$ cat config.mk
export PLATFORM = sky130hd
export DESIGN_NAME = spi_frame_scheduler_flat
export DESIGN_NICKNAME = d
export VERILOG_FILES = /design/src/rtl/spi_frame_scheduler_if.sv /design/src/rtl/spi_frame_scheduler.sv /design/src/flat_wrapper.sv
export SDC_FILE = /design/constraint.sdc
export NUM_CORES = 1
export LEC_CHECK = 0
export CAP_MARGIN = 10
export CORE_MARGIN = 2
export CORE_UTILIZATION = 41
export CTS_BUF_LIST = sky130_fd_sc_hd__clkbuf_8
export CTS_CLUSTER_SIZE = 24
export DETAILED_ROUTE_END_ITERATION = 10
export PLACE_DENSITY = 0.8
export SETUP_SLACK_MARGIN = 0.2
export SLEW_MARGIN = 10
export SYNTH_ARGS = -nofsm -noshare
export SYNTH_HDL_FRONTEND = slang
export SYNTH_SLANG_ARGS = --single-unit
export TNS_END_PERCENT = 30
$ cat constraint.sdc
create_clock -name sys_clk -period 1.7 [get_ports sys_clk]
set_input_delay 0.255 -clock sys_clk [delete_from_list [all_inputs] [get_ports sys_clk]]
set_output_delay 0.255 -clock sys_clk [all_outputs]
set_load 0.01 [all_outputs]
$ cat src/rtl/spi_frame_scheduler_if.sv
// Bus bundle between the DSP chip-select, the encoder sampling pipeline, the
// SPI slave data inputs and the spi_frame_scheduler.
// master: the surrounding system (drives cs_n, ack, live words).
// slave : the scheduler itself.
interface spi_frame_scheduler_if #(
  parameter int DATA_W = 32,
  parameter int CNT_W  = 16
);
  logic              cs_n;
  logic              sample_ack;
  logic [DATA_W-1:0] para_in;
  logic [DATA_W-1:0] position_in;
  logic [DATA_W-1:0] compen_in;
  logic              sample_req;
  logic [DATA_W-1:0] dsp_data_para;
  logic [DATA_W-1:0] dsp_data_position;
  logic [DATA_W-1:0] dsp_data_position_compen;
  logic              data_valid;
  logic              stale;
  logic [CNT_W-1:0]  frame_cnt;
  logic [CNT_W-1:0]  stale_cnt;
  logic [CNT_W-1:0]  abort_cnt;
  logic              wdog_err;

  modport master (
    output cs_n, sample_ack, para_in, position_in, compen_in,
    input  sample_req, dsp_data_para, dsp_data_position, dsp_data_position_compen,
    input  data_valid, stale, frame_cnt, stale_cnt, abort_cnt, wdog_err
  );

  modport slave (
    input  cs_n, sample_ack, para_in, position_in, compen_in,
    output sample_req, dsp_data_para, dsp_data_position, dsp_data_position_compen,
    output data_valid, stale, frame_cnt, stale_cnt, abort_cnt, wdog_err
  );
endinterface

$ cat src/rtl/spi_frame_scheduler.sv
// SPI frame scheduler: on each chip-select falling edge requests one snapshot
// from the sampling pipeline, freezes it in shadow registers for the whole
// frame, and keeps frame / stale / abort bookkeeping.
// Optional HOLD watchdog enabled by defining SPI_FRAME_SCHEDULER_WDOG_EN.
module spi_frame_scheduler #(
  parameter int DATA_W      = 32,
  parameter int ACK_TIMEOUT = 64,
  parameter int CNT_W       = 16,
  parameter int WDOG_CYC    = 50000
) (
  input  logic                   sys_clk,
  input  logic                   sys_rst_n,
  spi_frame_scheduler_if.slave   bus
);

  typedef enum logic [1:0] {S_IDLE, S_REQ, S_HOLD} state_t;

  localparam int unsigned    TO_W    = $clog2(ACK_TIMEOUT + 1);
  localparam logic [TO_W-1:0] TO_LAST = TO_W'(ACK_TIMEOUT - 1);

  state_t            r_state;
  logic              r_cs_meta, r_cs_s, r_cs_d;
  logic [2:0]        r_sync_vld;
  logic              w_fe, w_re, w_wd_trip;
  logic [TO_W-1:0]   r_to_cnt;
  logic              r_sample_req, r_data_valid, r_stale;
  logic [DATA_W-1:0] r_para, r_pos, r_comp;
  logic [CNT_W-1:0]  r_frame_cnt, r_stale_cnt, r_abort_cnt;

  // Chip-select synchroniser plus edge-detect register, preset high.
  always_ff @(posedge sys_clk or negedge sys_rst_n) begin
    if (!sys_rst_n) begin
      r_cs_meta  <= 1'b1;
      r_cs_s     <= 1'b1;
      r_cs_d     <= 1'b1;
      r_sync_vld <= '0;
    end else begin
      r_cs_meta  <= bus.cs_n;
      r_cs_s     <= r_cs_meta;
      r_cs_d     <= r_cs_s;
      r_sync_vld <= {r_sync_vld[1:0], 1'b1};
    end
  end

  // r_cs_d only counts as a real "high" once a genuine sample has reached it,
  // so a chip select already low at reset release never looks like a falling edge.
  assign w_fe = ~r_cs_s & r_cs_d & r_sync_vld[2];
  assign w_re =  r_cs_s & ~r_cs_d;

`ifdef SPI_FRAME_SCHEDULER_WDOG_EN
  localparam int unsigned     WD_W    = $clog2(WDOG_CYC + 1);
  localparam logic [WD_W-1:0] WD_LAST = WD_W'(WDOG_CYC - 1);

  logic [WD_W-1:0] r_wd_cnt;
  logic            r_wdog_err;

  // A HOLD that has lasted WDOG_CYC cycles without a rising edge trips the watchdog.
  assign w_wd_trip = (r_state == S_HOLD) && !w_re && (r_wd_cnt == WD_LAST);

  // HOLD-cycle counter (zero outside HOLD) and sticky error flag.
  always_ff @(posedge sys_clk or negedge sys_rst_n) begin
    if (!sys_rst_n) begin
      r_wd_cnt   <= '0;
      r_wdog_err <= 1'b0;
    end else begin
      if (r_state == S_HOLD) r_wd_cnt <= r_wd_cnt + WD_W'(1);
      else                   r_wd_cnt <= '0;
      if (w_wd_trip) r_wdog_err <= 1'b1;
    end
  end

  assign bus.wdog_err = r_wdog_err;
`else
  logic w_unused_wdog_cyc;
  // Keeps WDOG_CYC referenced in builds without the watchdog.
  assign w_unused_wdog_cyc = (WDOG_CYC != 0);
  assign w_wd_trip         = 1'b0;
  assign bus.wdog_err      = 1'b0;
`endif

  // Frame sequencer: request, capture or time out, then hold until cs_n rises.
  always_ff @(posedge sys_clk or negedge sys_rst_n) begin
    if (!sys_rst_n) begin
      r_state      <= S_IDLE;
      r_sample_req <= 1'b0;
      r_data_valid <= 1'b0;
      r_stale      <= 1'b0;
      r_to_cnt     <= '0;
      r_para       <= '0;
      r_pos        <= '0;
      r_comp       <= '0;
      r_frame_cnt  <= '0;
      r_stale_cnt  <= '0;
      r_abort_cnt  <= '0;
    end else begin
      case (r_state)
        S_IDLE: begin
          r_data_valid <= 1'b0;
          if (w_fe) begin
            r_state      <= S_REQ;
            r_sample_req <= 1'b1;
            r_stale      <= 1'b0;
            r_to_cnt     <= '0;
          end
        end
        S_REQ: begin
          r_to_cnt <= r_to_cnt + TO_W'(1);
          if (w_re) begin
            r_state      <= S_IDLE;
            r_sample_req <= 1'b0;
            if (r_abort_cnt != '1) r_abort_cnt <= r_abort_cnt + CNT_W'(1);
          end else if (bus.sample_ack) begin
            r_para       <= bus.para_in;
            r_pos        <= bus.position_in;
            r_comp       <= bus.compen_in;
            r_sample_req <= 1'b0;
            r_data_valid <= 1'b1;
            r_state      <= S_HOLD;
          end else if (r_to_cnt == TO_LAST) begin
            r_sample_req <= 1'b0;
            r_data_valid <= 1'b1;
            r_stale      <= 1'b1;
            if (r_stale_cnt != '1) r_stale_cnt <= r_stale_cnt + CNT_W'(1);
            r_state      <= S_HOLD;
          end
        end
        S_HOLD: begin
          if (w_re) begin
            r_state      <= S_IDLE;
            r_frame_cnt  <= r_frame_cnt + CNT_W'(1);
            r_data_valid <= 1'b0;
          end else if (w_wd_trip) begin
            r_state      <= S_IDLE;
            r_data_valid <= 1'b0;
          end
        end
        default: r_state <= S_IDLE;
      endcase
    end
  end

  assign bus.sample_req               = r_sample_req;
  assign bus.data_valid               = r_data_valid;
  assign bus.stale                    = r_stale;
  assign bus.dsp_data_para            = r_para;
  assign bus.dsp_data_position        = r_pos;
  assign bus.dsp_data_position_compen = r_comp;
  assign bus.frame_cnt                = r_frame_cnt;
  assign bus.stale_cnt                = r_stale_cnt;
  assign bus.abort_cnt                = r_abort_cnt;

endmodule
$ cat src/flat_wrapper.sv
// flat-port wrapper written by rule: the top's interface ports become plain ports
module spi_frame_scheduler_flat 
#(
  parameter int DATA_W      = 32,
  parameter int ACK_TIMEOUT = 64,
  parameter int CNT_W       = 16,
  parameter int WDOG_CYC    = 50000
)
  (sys_clk, sys_rst_n, bus_cs_n, bus_sample_ack, bus_para_in, bus_position_in, bus_compen_in, bus_sample_req, bus_dsp_data_para, bus_dsp_data_position, bus_dsp_data_position_compen, bus_data_valid, bus_stale, bus_frame_cnt, bus_stale_cnt, bus_abort_cnt, bus_wdog_err);
  spi_frame_scheduler_if #(.DATA_W(DATA_W), .CNT_W(CNT_W)) bus_i ();
  input  logic sys_clk;
  input  logic sys_rst_n;
  input wire logic [$bits(bus_i.cs_n)-1:0] bus_cs_n;
  input wire logic [$bits(bus_i.sample_ack)-1:0] bus_sample_ack;
  input wire logic [$bits(bus_i.para_in)-1:0] bus_para_in;
  input wire logic [$bits(bus_i.position_in)-1:0] bus_position_in;
  input wire logic [$bits(bus_i.compen_in)-1:0] bus_compen_in;
  output wire logic [$bits(bus_i.sample_req)-1:0] bus_sample_req;
  output wire logic [$bits(bus_i.dsp_data_para)-1:0] bus_dsp_data_para;
  output wire logic [$bits(bus_i.dsp_data_position)-1:0] bus_dsp_data_position;
  output wire logic [$bits(bus_i.dsp_data_position_compen)-1:0] bus_dsp_data_position_compen;
  output wire logic [$bits(bus_i.data_valid)-1:0] bus_data_valid;
  output wire logic [$bits(bus_i.stale)-1:0] bus_stale;
  output wire logic [$bits(bus_i.frame_cnt)-1:0] bus_frame_cnt;
  output wire logic [$bits(bus_i.stale_cnt)-1:0] bus_stale_cnt;
  output wire logic [$bits(bus_i.abort_cnt)-1:0] bus_abort_cnt;
  output wire logic [$bits(bus_i.wdog_err)-1:0] bus_wdog_err;
  assign bus_i.cs_n = bus_cs_n;
  assign bus_i.sample_ack = bus_sample_ack;
  assign bus_i.para_in = bus_para_in;
  assign bus_i.position_in = bus_position_in;
  assign bus_i.compen_in = bus_compen_in;
  assign bus_sample_req = bus_i.sample_req;
  assign bus_dsp_data_para = bus_i.dsp_data_para;
  assign bus_dsp_data_position = bus_i.dsp_data_position;
  assign bus_dsp_data_position_compen = bus_i.dsp_data_position_compen;
  assign bus_data_valid = bus_i.data_valid;
  assign bus_stale = bus_i.stale;
  assign bus_frame_cnt = bus_i.frame_cnt;
  assign bus_stale_cnt = bus_i.stale_cnt;
  assign bus_abort_cnt = bus_i.abort_cnt;
  assign bus_wdog_err = bus_i.wdog_err;
  spi_frame_scheduler #(.DATA_W(DATA_W), .ACK_TIMEOUT(ACK_TIMEOUT), .CNT_W(CNT_W), .WDOG_CYC(WDOG_CYC)) u_core (.sys_clk(sys_clk), .sys_rst_n(sys_rst_n), .bus(bus_i));
endmodule
Yosys cells after proc, flatten, opt, wreduce, memory -nomap -nowiden
Cells that the tools add are included.

word-level totals
  register bits after elaboration = 162
  bits in latches = 0
  memory bits (writable) = 0
  ROM bits = 0
  bits of input ports = 100
  output and inout bits = 148
  logic and storage cells = 72
  memories kept = 0

cells by class
  $add $sub $neg = 4
  multiply operators = 0
  div/mod/pow operators = 0
  magnitude comparators = 0
  equality and inequality tests = 12
  shift-type cells = 0
  multiplexer cells = 22
  bitwise gates (word level) = 7
  reduce and logical (&&, ||, !) cells = 12

operator list
  operator                 count
  $add A16 B1 Y16 const B  3
  $ne A16 B16 Y1 const B   2
  $pmux W7 S2              1
  $reduce_and A3 Y1        4
  $mux W1                  11
  $mux W2                  5
  $reduce_and A5 Y1        2
  $add A7 B1 Y7 const B    1
  $eq A7 B6 Y1 const B     1
  $mux W7                  1
  $ne A2 B1 Y1 const B     3
  $pmux W2 S3              1
  $ne A2 B2 Y1 const B     2
  $ne A4 B2 Y1 const B     1
  $not A1 Y1               4
  $pmux W1 S2              2
  $reduce_and A2 Y1        2
  $reduce_and A4 Y1        1
  $and A1 B1 Y1            3
  $ne A3 B2 Y1 const B     1
  $pmux W1 S3              1
  $reduce_bool A3 Y1       1
  $eq A2 B1 Y1 const B     1
  $eq A2 B2 Y1 const B     1
  other kinds (2)          2

Longest topological paths before layout
Gate-level depths: netlist (run 1).

  depth in word-level cells = 5
  mapped depth = 8
  depth with buffers taken out = 6

Least setup slack after synthesis (run 1)
Ideal clock, no wire load.

  path kind = register -> register
  from = reg u_core.r_cs_s
  to = reg u_core.r_para[10], in the netlist u_core.bus.dsp_data_para[10]
  setup time = 0.128 ns
  data arrival time = 1.770 ns
  required time = 1.572 ns
  setup slack = -0.198 ns
  stages on the path, launching flop included = 7
  buffers on the path = 2
  clock period less this slack = 1.898 ns
  cell sequence = dfstp_2 > nor2b_2 > nor2_1 > nand2_1 > buf_2 > buf_2 > mux2_1

between the ends
  cells in the longest elaborated chain, start to end = 3

ends and longest elaborated chain
  element                             RTL line                    source
  start, declared                     spi_frame_scheduler.sv:22   logic r_cs_meta, r_cs_s, r_cs_d;
  start signal, assigned              spi_frame_scheduler.sv:39   r_cs_s <= r_cs_meta;
  $and A1 B1 Y1                       spi_frame_scheduler.sv:48   assign w_re = r_cs_s & ~r_cs_d;
  $not A1 Y1 (no source line)         n/a
  $reduce_and A3 Y1 (no source line)  n/a
  end signal, assigned                spi_frame_scheduler.sv:113  r_para <= bus.para_in;
  end, declared                       spi_frame_scheduler.sv:27   logic [DATA_W-1:0] r_para, r_pos, r_comp;

No other way between the ends.
A chain may end at the register's enable or synchronous reset.

Worst setup path in the final report (run 1)
  from = reg u_core.r_stale_cnt[0], in the netlist u_core.bus.stale_cnt[0]
  to = reg u_core.r_stale_cnt[4], in the netlist u_core.bus.stale_cnt[4]

between the ends
  cells in the longest elaborated chain, start to end = 2
  elaborated cells between the ends (all ways) = 3
  those cells by class = add/sub (1); eq/ne (1); reduce/logical (1)

ends and longest elaborated chain
  element                                                  RTL line                    source
  start, declared                                          spi_frame_scheduler.sv:28   logic [CNT_W-1:0] r_frame_cnt, r_stale_cnt, r_abort_cnt;
  start signal, assigned                                   spi_frame_scheduler.sv:123  if (r_stale_cnt != '1) r_stale_cnt <= r_stale_cnt + CNT_W'(1);
  branches (longest 2 deep; another with $add A16 B1 Y16)  n/a

Parallel ways; which one is timed is not known.

==> results of run 1 <==
flip-flops by register name, summed over array words and instances (netlist names), 2 cells and up:
register                             cells
u_core.bus.stale_cnt                    16
u_core.bus.dsp_data_position_compen     32
u_core.bus.dsp_data_para                32
u_core.bus.abort_cnt                    16
u_core.r_to_cnt                          7
u_core.r_sync_vld                        3
u_core.bus.dsp_data_position            32
u_core.r_state                           2
u_core.bus.frame_cnt                    16
timing repair:
action / in CTS / in global routing
gates cloned: 4 / 3
resized for setup: 232 / 48
setup buffers: 33 / 8
hold buffers: 1 / 0
pin swaps: 26 / 25
endpoints found under the hold margin: 35 / 0
endpoints found under the setup margin: 292 / 173
worst min-delay path by stage:
stage | startpoint | to | slack, ns | depth (start not counted)
2_1_floorplan | sys_rst_n | u_core.bus.abort_cnt[0] | -0.04 | 0
3_3_place_gp | sys_rst_n | u_core.bus.abort_cnt[15] | 0.21 | 1
3_5_place_dp | sys_rst_n | u_core.bus.abort_cnt[14] | 0.22 | 1
4_1_cts | bus_cs_n | u_core.r_cs_meta | 0.18 | 1
5_1_grt | bus_cs_n | u_core.r_cs_meta | 0.22 | 1
6_report | bus_cs_n | u_core.r_cs_meta | 0.23 | 1
critical path, cell delays in order, from the launching register on:
cell and delay [ns]:
sky130_fd_sc_hd__dfrtp_1 0.39, sky130_fd_sc_hd__ha_2 0.20, sky130_fd_sc_hd__nand4_1 0.12, sky130_fd_sc_hd__buf_4 0.16, sky130_fd_sc_hd__nor4_4 0.05, sky130_fd_sc_hd__buf_4 0.14, sky130_fd_sc_hd__nor3_4 0.29, sky130_fd_sc_hd__and4_1 0.25
sky130_fd_sc_hd__xor2_1 0.16
through the flow:
| stage | instance area [um2] | instances | hold slack [ns] |
|---|---|---|---|
| after CTS | 10800 | 1059 | 0.177 |
| after global placement | 9990 | 990 | 0.210 |
| after floorplan | 6770 | 475 | -0.0406 |
| final | 11000 | 1070 | 0.227 |
| after detailed placement | 9990 | 990 | 0.215 |
| after global routing | 11000 | 1070 | 0.220 |
cells by family (layout without fill, tap and decap cells):
| family | count (synthesis) | count (layout) | share of synthesized area |
|---|---|---|---|
| DFF | 162 | 162 | 0.619 |
| other | 2 | 2 | 0.00115 |
| adders and majority gates | 4 | 4 | 0.00764 |
| AOI/OAI and AO/OA | 26 | 26 | 0.0252 |
| xor gates and xnor gates | 44 | 44 | 0.0588 |
| buffers and inverters | 19 | 398 | 0.0155 |
| and+or+nand+nor | 118 | 118 | 0.101 |
| muxes | 100 | 100 | 0.172 |
routing by layer:
layer / vias to the layer above / share of wire
met2: 214 / 0.53
met5: - / 0
li1: 2407 / -
met4: 0 / 0.027
met1: 2635 / 0.37
met3: 37 / 0.076
area by class of cell:
| cell class | instances | share of cell area |
|---|---|---|
| clock buffer | 20 | 0.0249 |
| clock inverter | 11 | 0.0137 |
| inverter | 3 | 0.00102 |
| multi-input combinational | 294 | 0.256 |
| sequential | 162 | 0.368 |
| tap | 216 | 0.0245 |
| timing repair buffer | 364 | 0.312 |
where the power goes:
| group | total [mW] | internal, mW | switching [mW] |
|---|---|---|---|
| sequential | 5.98 | 5.19 | 0.782 |
| combinational | 6.21 | 3.69 | 2.53 |
| clock | 3.04 | 1.57 | 1.47 |
cells in the final DEF (no fill, tap or decap), types with 4 or more instances in the layout:
cell	Yosys	layout
sky130_fd_sc_hd__nor2_2	0	5
sky130_fd_sc_hd__buf_16	0	4
sky130_fd_sc_hd__dlygate4sd2_1	0	113
sky130_fd_sc_hd__dfrtp_1	159	156
sky130_fd_sc_hd__dlymetal6s2s_1	0	11
sky130_fd_sc_hd__mux2_4	0	38
sky130_fd_sc_hd__clkinvlp_4	0	4
sky130_fd_sc_hd__mux2_2	59	59
sky130_fd_sc_hd__buf_12	0	8
sky130_fd_sc_hd__nor3_4	1	7
sky130_fd_sc_hd__nand3_1	17	16
sky130_fd_sc_hd__buf_2	12	17
sky130_fd_sc_hd__nor2_1	14	8
sky130_fd_sc_hd__xor2_1	20	19
sky130_fd_sc_hd__xnor2_1	24	23
sky130_fd_sc_hd__and3_1	7	6
sky130_fd_sc_hd__nand4_1	13	13
sky130_fd_sc_hd__o21ai_1	0	4
sky130_fd_sc_hd__clkdlybuf4s50_1	0	99
sky130_fd_sc_hd__nand2_1	31	28
sky130_fd_sc_hd__buf_4	2	89
sky130_fd_sc_hd__a21oi_1	8	5
sky130_fd_sc_hd__clkbuf_8	0	20
sky130_fd_sc_hd__buf_6	1	15
==> qor.log, run 1 <==
[logic_synthesis] list of most frequent post-synthesis cells sky130_fd_sc_hd__dfrtp_1, sky130_fd_sc_hd__mux2_2, sky130_fd_sc_hd__mux2_1, sky130_fd_sc_hd__nand2_1, sky130_fd_sc_hd__xnor2_1
[clocking] root buf cell sky130_fd_sc_hd__clkbuf_8
[sta] count of final setup violators 90
[logic_synthesis] flip-flop and latch count after synthesis 162
[floorplanning] die footprint 17000 um2
[logic_synthesis] most area-hungry cell type in the Yosys netlist sky130_fd_sc_hd__dfrtp_1
[sta] shortest period the worst path allows 1.85 ns
[power_and_ir_drop] power density normalized to cell area 1380 nW/um2
[clocking] Clock Latency Late Sink 0.46 ns
[floorplanning] count of standard-cell rows 46
[critical_path] Worst Path Class, Setup reg -> reg
[power_and_ir_drop] Peak supply drop 0.839 mV
[global_route] global-route track usage on met3 0.0729
[sta] final count of hold timing violations 0
[cells_and_area] Final Util 0.700
[clocking] H-Tree Depth 4
[route] Starting DRT DRC Count 195
[floorplanning] Floorplan Core Area 15800 um2
[worst_hold_path] Tightest Hold Check Type in -> reg
[route] first-pass detailed-route iteration total 4
[logic_synthesis] yosys warns 0
[logic_synthesis] ranking of synthesized cells by area sky130_fd_sc_hd__dfrtp_1, sky130_fd_sc_hd__mux2_2, sky130_fd_sc_hd__mux2_1, sky130_fd_sc_hd__xnor2_1, sky130_fd_sc_hd__xor2_1
[cells_and_area] share of layout cells above drive strength 1 0.370
[run] reported max-cap violation count 0
[cells_and_area] area of the multi-input gates 2820 um2
[sta] number of pins with negative max-slew slack in the final report 0
[logic_synthesis] cell with the most instances after synthesis sky130_fd_sc_hd__dfrtp_1
[cells_and_area] fillcell total 1070
[status] outcome finished, violations left
[placed_design] half-perimeter wire length after detailed placement 12800 um
[global_route] global-route track usage on met1 0.241
[cells_and_area] layout overhead on the synthesized area 68.4%
[critical_path] Startpoint Class register
[route] wire length per cell 18.1 um
[clocking] total clock buffers created by CTS 17
[global_route] vias in the first global route 5595
[cells_and_area] Final nets 946
[placed_design] worst setup timing slack at the placement stage -0.259 ns
[placed_design] count of buffers inserted at the top-level ports 246
[global_route] maximum number of pins on one net before global-route repair 49
[critical_path] CP Data Required Time 2.08 ns
[critical_path] Critical Path End Type register
[logic_synthesis] Syn Area/Cell 13.8 um2
[logic_synthesis] Synthesized Nets 579
[critical_path] biggest fanout along the worst timing path 6
[power_and_ir_drop] leakage component of the power 5.55 nW
[sta] Worst Setup Slack, final -0.150 ns
[route] number of remaining DRC errors 0
[clocking] TritonCTS clock tree yes
[sta] maximum clock frequency 0.541 GHz
[critical_path] number of cells on the worst reg-to-reg path 8
[sta] maximum clock skew at final layout 0.0135 ns
[logic_synthesis] area share of the largest cell type after synthesis 0.607
[route] vias post-DR 5293
[critical_path] launching instance or port of the critical path u_core.bus.stale_cnt[0]
[floorplanning] Die Width 130 um
[global_route] global-route wire length before repair 28500 um
[placed_design] RePlAce Congestion 0.838
[clocking] clock sinks 162
[route] remaining antenna violation count 0
[sta] final clock period utilization by the worst path 1.09
[route] drt total wl 19300 um
[critical_path] endpoint of the lowest-slack register-to-register path u_core.bus.stale_cnt[4]
[critical_path] arrival time at the worst endpoint 2.23 ns
[global_route] most heavily used metal layer in global routing met2
[logic_synthesis] share of flip-flops with an asynchronous set or reset after synthesis 1.00
[status] violations in the final reports setup timing
[logic_synthesis] count of mapped cells out of synthesis 475
[cells_and_area] Antenna Diode Count 0
[global_route] GRT Resource Usage Total 0.220
[global_route] total congestion overflow 0
[critical_path] capture point of the critical path u_core.bus.stale_cnt[4]
[floorplanning] number of I/O pins 248
[floorplanning] die extent in y 130 um
[sta] accumulated negative setup slack -3.98 ns
[power_and_ir_drop] post-route total power 15.2 mW
[logic_synthesis] number of distinct library cells after synthesis 48
[global_route] GRT met2 Usage 0.392
[clocking] Max clock buf depth 2
[sta] unrepaired setup endpoints after global routing true
[logic_synthesis] Seq/Total Area, Yosys 0.619
[clocking] CTS clk-pin slew, worst paths 0.08 ns
[cells_and_area] flip-flop and latch area 4060 um2
[floorplanning] Starting Density 0.416
[logic_synthesis] cell area after technology mapping 6560 um2
[global_route] number of antenna violations at the first check in global routing 0
[logic_synthesis] Synth Flop Type sky130_fd_sc_hd__dfrtp_1
[logic_synthesis] number of synthesized flops with an enable pin 0
[route] number of vias per cell 4.95
[critical_path] Reg-to-Reg Start u_core.bus.stale_cnt[0]
[critical_path] Reg2Reg Setup Slack -0.15 ns
Power figures use the tool's default switching activity.
==> run 2, diff against run 1 <==
==> constraint.sdc (replaced) <==
create_clock -name sys_clk -period 1.7 [get_ports sys_clk]
set_input_delay 0.17 -clock sys_clk [delete_from_list [all_inputs] [get_ports sys_clk]]
set_output_delay 0.17 -clock sys_clk [all_outputs]
set_load 0.01 [all_outputs]
==> qor.log, run 2 (synthesized netlist as in run 1, its figures left out) <==
[critical_path] Worst Path Class, Setup reg -> reg
[route] wire length per cell 18.0 um
[clocking] clock sinks 162
[critical_path] biggest fanout along the worst timing path 3
[cells_and_area] fillcell total 1074
[cells_and_area] share of layout cells above drive strength 1 0.339
[power_and_ir_drop] share of total power in sequential cells 0.388
[route] drt total wl 18800 um
[critical_path] max incr delay on CP 0.49 ns
[route] number of remaining DRC errors 0
[sta] shortest period the worst path allows 1.82 ns
[clocking] total clock buffers created by CTS 17
[floorplanning] Starting Density 0.416
[power_and_ir_drop] sw frac 0.308
[clocking] Max clock buf depth 2
[global_route] GRT Resource Usage Total 0.213
[sta] final count of hold timing violations 0
[clocking] CTS clk-pin slew, worst paths 0.09 ns
[floorplanning] die extent in y 130 um
[route] number of vias per cell 4.93
[floorplanning] number of I/O pins 248
[sta] slew of the pin with the lowest slew margin 0.511 ns
[cells_and_area] Antenna Diode Count 0
[clocking] H-Tree Depth 4
[placed_design] count of buffers inserted at the top-level ports 246
[critical_path] arrival time at the worst endpoint 2.14 ns
[placed_design] Placed Area 9910 um2
[sta] tightest slew margin relative to the limit 0.657
[power_and_ir_drop] power share of the combinational group 0.412
[critical_path] CP max-delay cell sky130_fd_sc_hd__or4_1
[route] Starting DRT DRC Count 124
[floorplanning] Die Width 130 um
[clocking] root buf cell sky130_fd_sc_hd__clkbuf_8
[critical_path] buffers plus inverters on the worst setup path 1
[cells_and_area] commonest non-fill, non-tap cell in the layout sky130_fd_sc_hd__dfrtp_1
[route] vias post-DR 5169
[cells_and_area] area of the multi-input gates 3090 um2
[global_route] total congestion overflow 0
[sta] maximum clock frequency 0.551 GHz
[cells_and_area] highest-count cells in the layout ignoring fill and taps sky130_fd_sc_hd__dfrtp_1, sky130_fd_sc_hd__dlygate4sd2_1, sky130_fd_sc_hd__clkdlybuf4s50_1, sky130_fd_sc_hd__mux2_4, sky130_fd_sc_hd__buf_4
[global_route] maximum number of pins on one net before global-route repair 51
[cells_and_area] Final nets 923
[power_and_ir_drop] Peak supply drop 0.831 mV
[sta] final clock period utilization by the worst path 1.07
[sta] number of pins with negative max-slew slack in the final report 0
[status] outcome finished, violations left
[route] first-pass detailed-route iteration total 4
[placed_design] RePlAce Congestion 0.807
[status] violations in the final reports setup timing
[cells_and_area] flip-flop and latch area 4060 um2
[power_and_ir_drop] net switching power of the design 4.80 mW
[critical_path] category of cells accounting for the largest share of critical-path delay simple AND/OR/NAND/NOR gates
[power_and_ir_drop] fraction of power consumed by the clock network 0.200
[clocking] Clock Latency Late Sink 0.43 ns
[critical_path] Critical Path End Type register
[critical_path] sequence of cells on the critical path ha_2 -> nand4_1 -> or4_1 -> nand4_1 -> buf_4 -> nor3_4 -> xor2_1
[clocking] TritonCTS clock tree yes
[critical_path] CP Data Required Time 2.02 ns
[power_and_ir_drop] power density normalized to cell area 1390 nW/um2
[floorplanning] Floorplan Core Area 15800 um2
[power_and_ir_drop] internal power component 10.8 mW
[power_and_ir_drop] leakage component of the power 5.73 nW
[run] reported max-cap violation count 0
[power_and_ir_drop] post-route total power 15.6 mW
[critical_path] cell repeated most along the worst path sky130_fd_sc_hd__nand4_1
[sta] unrepaired setup endpoints after global routing true
[global_route] global-route wire length before repair 28000 um
[floorplanning] die footprint 17000 um2
[worst_hold_path] Tightest Hold Check Type in -> reg
[placed_design] half-perimeter wire length after detailed placement 12600 um
[critical_path] Startpoint Class register
[sta] Worst Setup Slack, final -0.117 ns
[global_route] number of antenna violations at the first check in global routing 0
[floorplanning] count of standard-cell rows 46
[cells_and_area] Final Util 0.709
[sta] count of final setup violators 38
[cells_and_area] layout overhead on the synthesized area 70.5%
[placed_design] worst setup timing slack at the placement stage -0.190 ns
[global_route] vias in the first global route 5616
[cells_and_area] post-route insts no fill 1048
[sta] maximum clock skew at final layout 0.0108 ns
[placed_design] Post-Place Cells 987
[route] remaining antenna violation count 0
[cells_and_area] cell area after layout 11200 um2
-- run 2: changes by cell type in the layout (fill, tap and decap cells not counted), moves of 4 or more --
cell	before	now
sky130_fd_sc_hd__dlymetal6s2s_1	11	7
sky130_fd_sc_hd__buf_2	17	0
sky130_fd_sc_hd__mux2_4	38	86
sky130_fd_sc_hd__mux2_2	59	14
sky130_fd_sc_hd__buf_4	89	67
sky130_fd_sc_hd__dlygate4sd2_1	113	138
-- run 2: layout make-up --
| cell class | instances | area share |
|---|---|---|
| Clock buffer | 19 | 0.0234 |
| Multi-Input combinational cell | 294 | 0.277 |
| Tap cell | 216 | 0.0242 |
| Clock inverter | 13 | 0.0166 |
| Sequential cell | 162 | 0.363 |
| Timing Repair Buffer | 341 | 0.295 |
| Inverter | 3 | 0.00101 |
-- run 2: power by group through the flow --
stage / sequential, mW / clock (mW) / combinational, mW
finish: 6.05 / 3.12 / 6.41
global route: 6.20 / 3.32 / 6.86
CTS: 5.98 / 3.18 / 6.03
detailed placement: 6.07 / 0 / 6.35
global placement: 5.97 / 0 / 6.21
floorplan: 6.58 / 0 / 2.18
-- run 2: through the flow --
| step | hold slack, ns | setup TNS (ns) |
|---|---|---|
| 3_3_place_gp | 0.0894 | -1.22 |
| 5_1_grt | 0.121 | -8.24 |
| 4_1_cts | 0.115 | -0.774 |
| 3_5_place_dp | 0.0944 | -2.46 |
| 2_1_floorplan | -0.126 | -0.356 |
| 6_report | 0.145 | -1.53 |
-- run 2: repair_timing --
action,in CTS,in global routing
buffers inserted,17,4
pin swaps,37,33
endpoints found under the hold margin,83,0
endpoints found under the setup margin,292,165
resized for setup,211,74
gates cloned,4,3
hold buffers,1,0
-- run 2: worst paths after layout --
path	start	end	slack (ns)	cells past startpoint
hold reg to reg	u_core.r_sync_vld[0]	u_core.r_sync_vld[1]	0.35	0
max in group asynchronous	sys_rst_n	u_core.r_cs_d	0.84	3
min in group asynchronous	sys_rst_n	u_core.bus.abort_cnt[8]	0.22	2
setup reg to reg	u_core.bus.stale_cnt[1]	u_core.bus.stale_cnt[15]	-0.12	7
hold / removal	bus_cs_n	u_core.r_cs_meta	0.15	1
setup / recovery	u_core.bus.stale_cnt[1]	u_core.bus.stale_cnt[15]	-0.12	7
-- run 2: layer usage --
metal / part of all wire / vias to the layer above / GRT usage
li1: - / 2357 / -
met1: 0.38 / 2578 / 0.243
met2: 0.53 / 203 / 0.384
met3: 0.073 / 31 / 0.0660
met4: 0.017 / 0 / 0.0688
met5: 0 / - / 0
==> run 3, diff against run 2 <==
- CORE_UTILIZATION: 41 -> 70
- DONT_BUFFER_PORTS: unset -> 1
- PLACE_DENSITY: 0.8 -> 0.88
- clock period: 1.7 -> 2.31 ns (I/O delays scaled with it)
==> qor.log, run 3 (synthesized netlist as in run 1, its figures left out) <==
[status] outcome finished, violations left
[status] violations in the final reports hold timing
[floorplanning] die footprint 10200 um2
[global_route] most heavily used metal layer in global routing met2
[global_route] number of antenna violations at the first check in global routing 1
[sta] Hold WS -0.509 ns
[critical_path] biggest fanout along the worst timing path 4
[route] drt total wl 17100 um
[power_and_ir_drop] sw frac 0.359
[sta] final clock period utilization by the worst path 0.936
[sta] Worst Setup Slack, final 0.148 ns
[floorplanning] number of I/O pins 248
[floorplanning] Die Width 101 um
[global_route] global-route wire length before repair 25600 um
[sta] tightest slew margin relative to the limit 0.566
[placed_design] half-perimeter wire length after detailed placement 9490 um
[floorplanning] count of standard-cell rows 35
[clocking] TritonCTS clock tree yes
[global_route] global-route track usage on met3 0.118
[clocking] root buf cell sky130_fd_sc_hd__clkbuf_8
[run] reported max-cap violation count 0
[sta] maximum clock skew at final layout 0.0257 ns
[cells_and_area] layout overhead on the synthesized area 22.9%
[global_route] global-route track usage on met1 0.395
[route] wire length per cell 24.3 um
[placed_design] count of buffers inserted at the top-level ports 0
[floorplanning] Starting Density 0.716
[power_and_ir_drop] leakage component of the power 3.58 nW
[route] Starting DRT DRC Count 165
[power_and_ir_drop] power share of the combinational group 0.185
[route] number of remaining DRC errors 0
[critical_path] CP Data Required Time 2.62 ns
[placed_design] worst setup timing slack at the placement stage 0.329 ns
[route] vias post-DR 4362
[global_route] total congestion overflow 0
[clocking] clock sinks 162
[floorplanning] Floorplan Core Area 9150 um2
[global_route] maximum number of pins on one net before global-route repair 163
[global_route] vias in the first global route 4516
[power_and_ir_drop] fraction of power consumed by the clock network 0.230
[sta] number of pins with negative max-slew slack in the final report 0
[cells_and_area] share of layout cells above drive strength 1 0.184
[critical_path] Worst Path Class, Setup reg -> reg
[global_route] GRT Resource Usage Total 0.341
[placed_design] RePlAce Congestion 0.791
[cells_and_area] Final Util 0.880
[clocking] Max clock buf depth 2
[cells_and_area] highest-count cells in the layout ignoring fill and taps sky130_fd_sc_hd__dfrtp_1, sky130_fd_sc_hd__dlygate4sd3_1, sky130_fd_sc_hd__mux2_2, sky130_fd_sc_hd__mux2_1, sky130_fd_sc_hd__nand2_1
[clocking] hold buffer count at cts 97
[cells_and_area] commonest non-fill, non-tap cell in the layout sky130_fd_sc_hd__dfrtp_1
[sta] slew of the pin with the lowest slew margin 0.646 ns
[sta] final count of hold timing violations 162
[power_and_ir_drop] Peak supply drop 0.662 mV
[cells_and_area] fillcell total 391
[clocking] CTS clk-pin slew, worst paths 0.09 ns
[sta] shortest period the worst path allows 2.16 ns
[power_and_ir_drop] share of total power in sequential cells 0.584
[clocking] total clock buffers created by CTS 17
[sta] maximum clock frequency 0.463 GHz
[sta] count of final setup violators 0
[sta] accumulated negative setup slack 0 ns
[clocking] H-Tree Depth 4
[floorplanning] die extent in y 101 um
[worst_hold_path] Tightest Hold Check Type in -> async
[critical_path] Startpoint Class register
[route] remaining antenna violation count 0
[critical_path] arrival time at the worst endpoint 2.47 ns
[power_and_ir_drop] internal power component 5.76 mW
[critical_path] Critical Path End Type register
[cells_and_area] Final nets 683
[route] first-pass detailed-route iteration total 4
[power_and_ir_drop] net switching power of the design 3.23 mW
[sta] unrepaired setup endpoints after global routing true
[global_route] GRT met2 Usage 0.582
[route] number of vias per cell 6.20
[clocking] Clock Latency Late Sink 0.43 ns
[power_and_ir_drop] power density normalized to cell area 1120 nW/um2
## run 3: layer usage
layer | vias up | share of wire
met3 | 39 | 0.088
met2 | 255 | 0.52
met5 | - | 0
met1 | 2182 | 0.36
met4 | 0 | 0.031
li1 | 1886 | -
## run 3: layout make-up
class | count | area [um2] | area share
diodes | 1 | 2.50 | 0.000311
repair buffers | 101 | 1040 | 0.129
multi-input cells | 294 | 2420 | 0.301
well taps | 111 | 139 | 0.0172
inverters | 3 | 11.3 | 0.00140
flip-flops and latches | 162 | 4060 | 0.504
clock inverters | 14 | 153 | 0.0189
clock buffers | 17 | 234 | 0.0290
## run 3: worst paths after layout
path / from / endpoint / slack, ns / cells after the start
worst min-delay path: sys_rst_n / u_core.bus.stale_cnt[12] / -0.51 / 0
worst max register to register: u_core.bus.abort_cnt[1] / u_core.bus.abort_cnt[12] / 0.15 / 5
worst max-delay path: u_core.bus.abort_cnt[1] / u_core.bus.abort_cnt[12] / 0.15 / 5
worst min register to register: u_core.r_sync_vld[0] / u_core.r_sync_vld[1] / 0.37 / 0
min in group sys_clk: bus_sample_ack / u_core.bus.sample_req / 0.05 / 3
max in group asynchronous: sys_rst_n / u_core.r_cs_d / 2.57 / 0
## run 3: stage by stage
| step | cells | hold WS [ns] | area, um2 | total power, mW |
|---|---|---|---|---|
| after floorplan | 475 | -0.0646 | 6560 | 6.07 |
| after global placement | 574 | -0.0618 | 6680 | 6.46 |
| after detailed placement | 574 | -0.0616 | 6680 | 6.61 |
| after CTS | 702 | -0.536 | 8040 | 8.75 |
| after global routing | 703 | -0.546 | 8060 | 9.37 |
| final | 703 | -0.509 | 8060 | 9.00 |
## run 3: power by group through the flow
stage | registers [mW] | clock network (mW) | logic, mW
5_1_grt | 5.35 | 2.22 | 1.80
2_1_floorplan | 4.83 | 0 | 1.24
3_3_place_gp | 5.15 | 0 | 1.31
3_5_place_dp | 5.19 | 0 | 1.41
6_report | 5.26 | 2.07 | 1.67
4_1_cts | 5.15 | 2.05 | 1.55
## run 3: timing repair
| action | in CTS | in global routing |
|---|---|---|
| gates resized for setup | 0 | 4 |
| endpoints found under the hold margin | 259 | 162 |
| setup buffers | 0 | 0 |
| endpoints found under the setup margin | 0 | 19 |
## run 3: critical path, stage by stage, from the launching register on
cell,delay (ns)
sky130_fd_sc_hd__dfrtp_1,0.50
sky130_fd_sc_hd__ha_1,0.29
sky130_fd_sc_hd__nand4_1,0.29
sky130_fd_sc_hd__nor4_1,0.58
sky130_fd_sc_hd__nand3_1,0.21
sky130_fd_sc_hd__xnor2_1,0.16
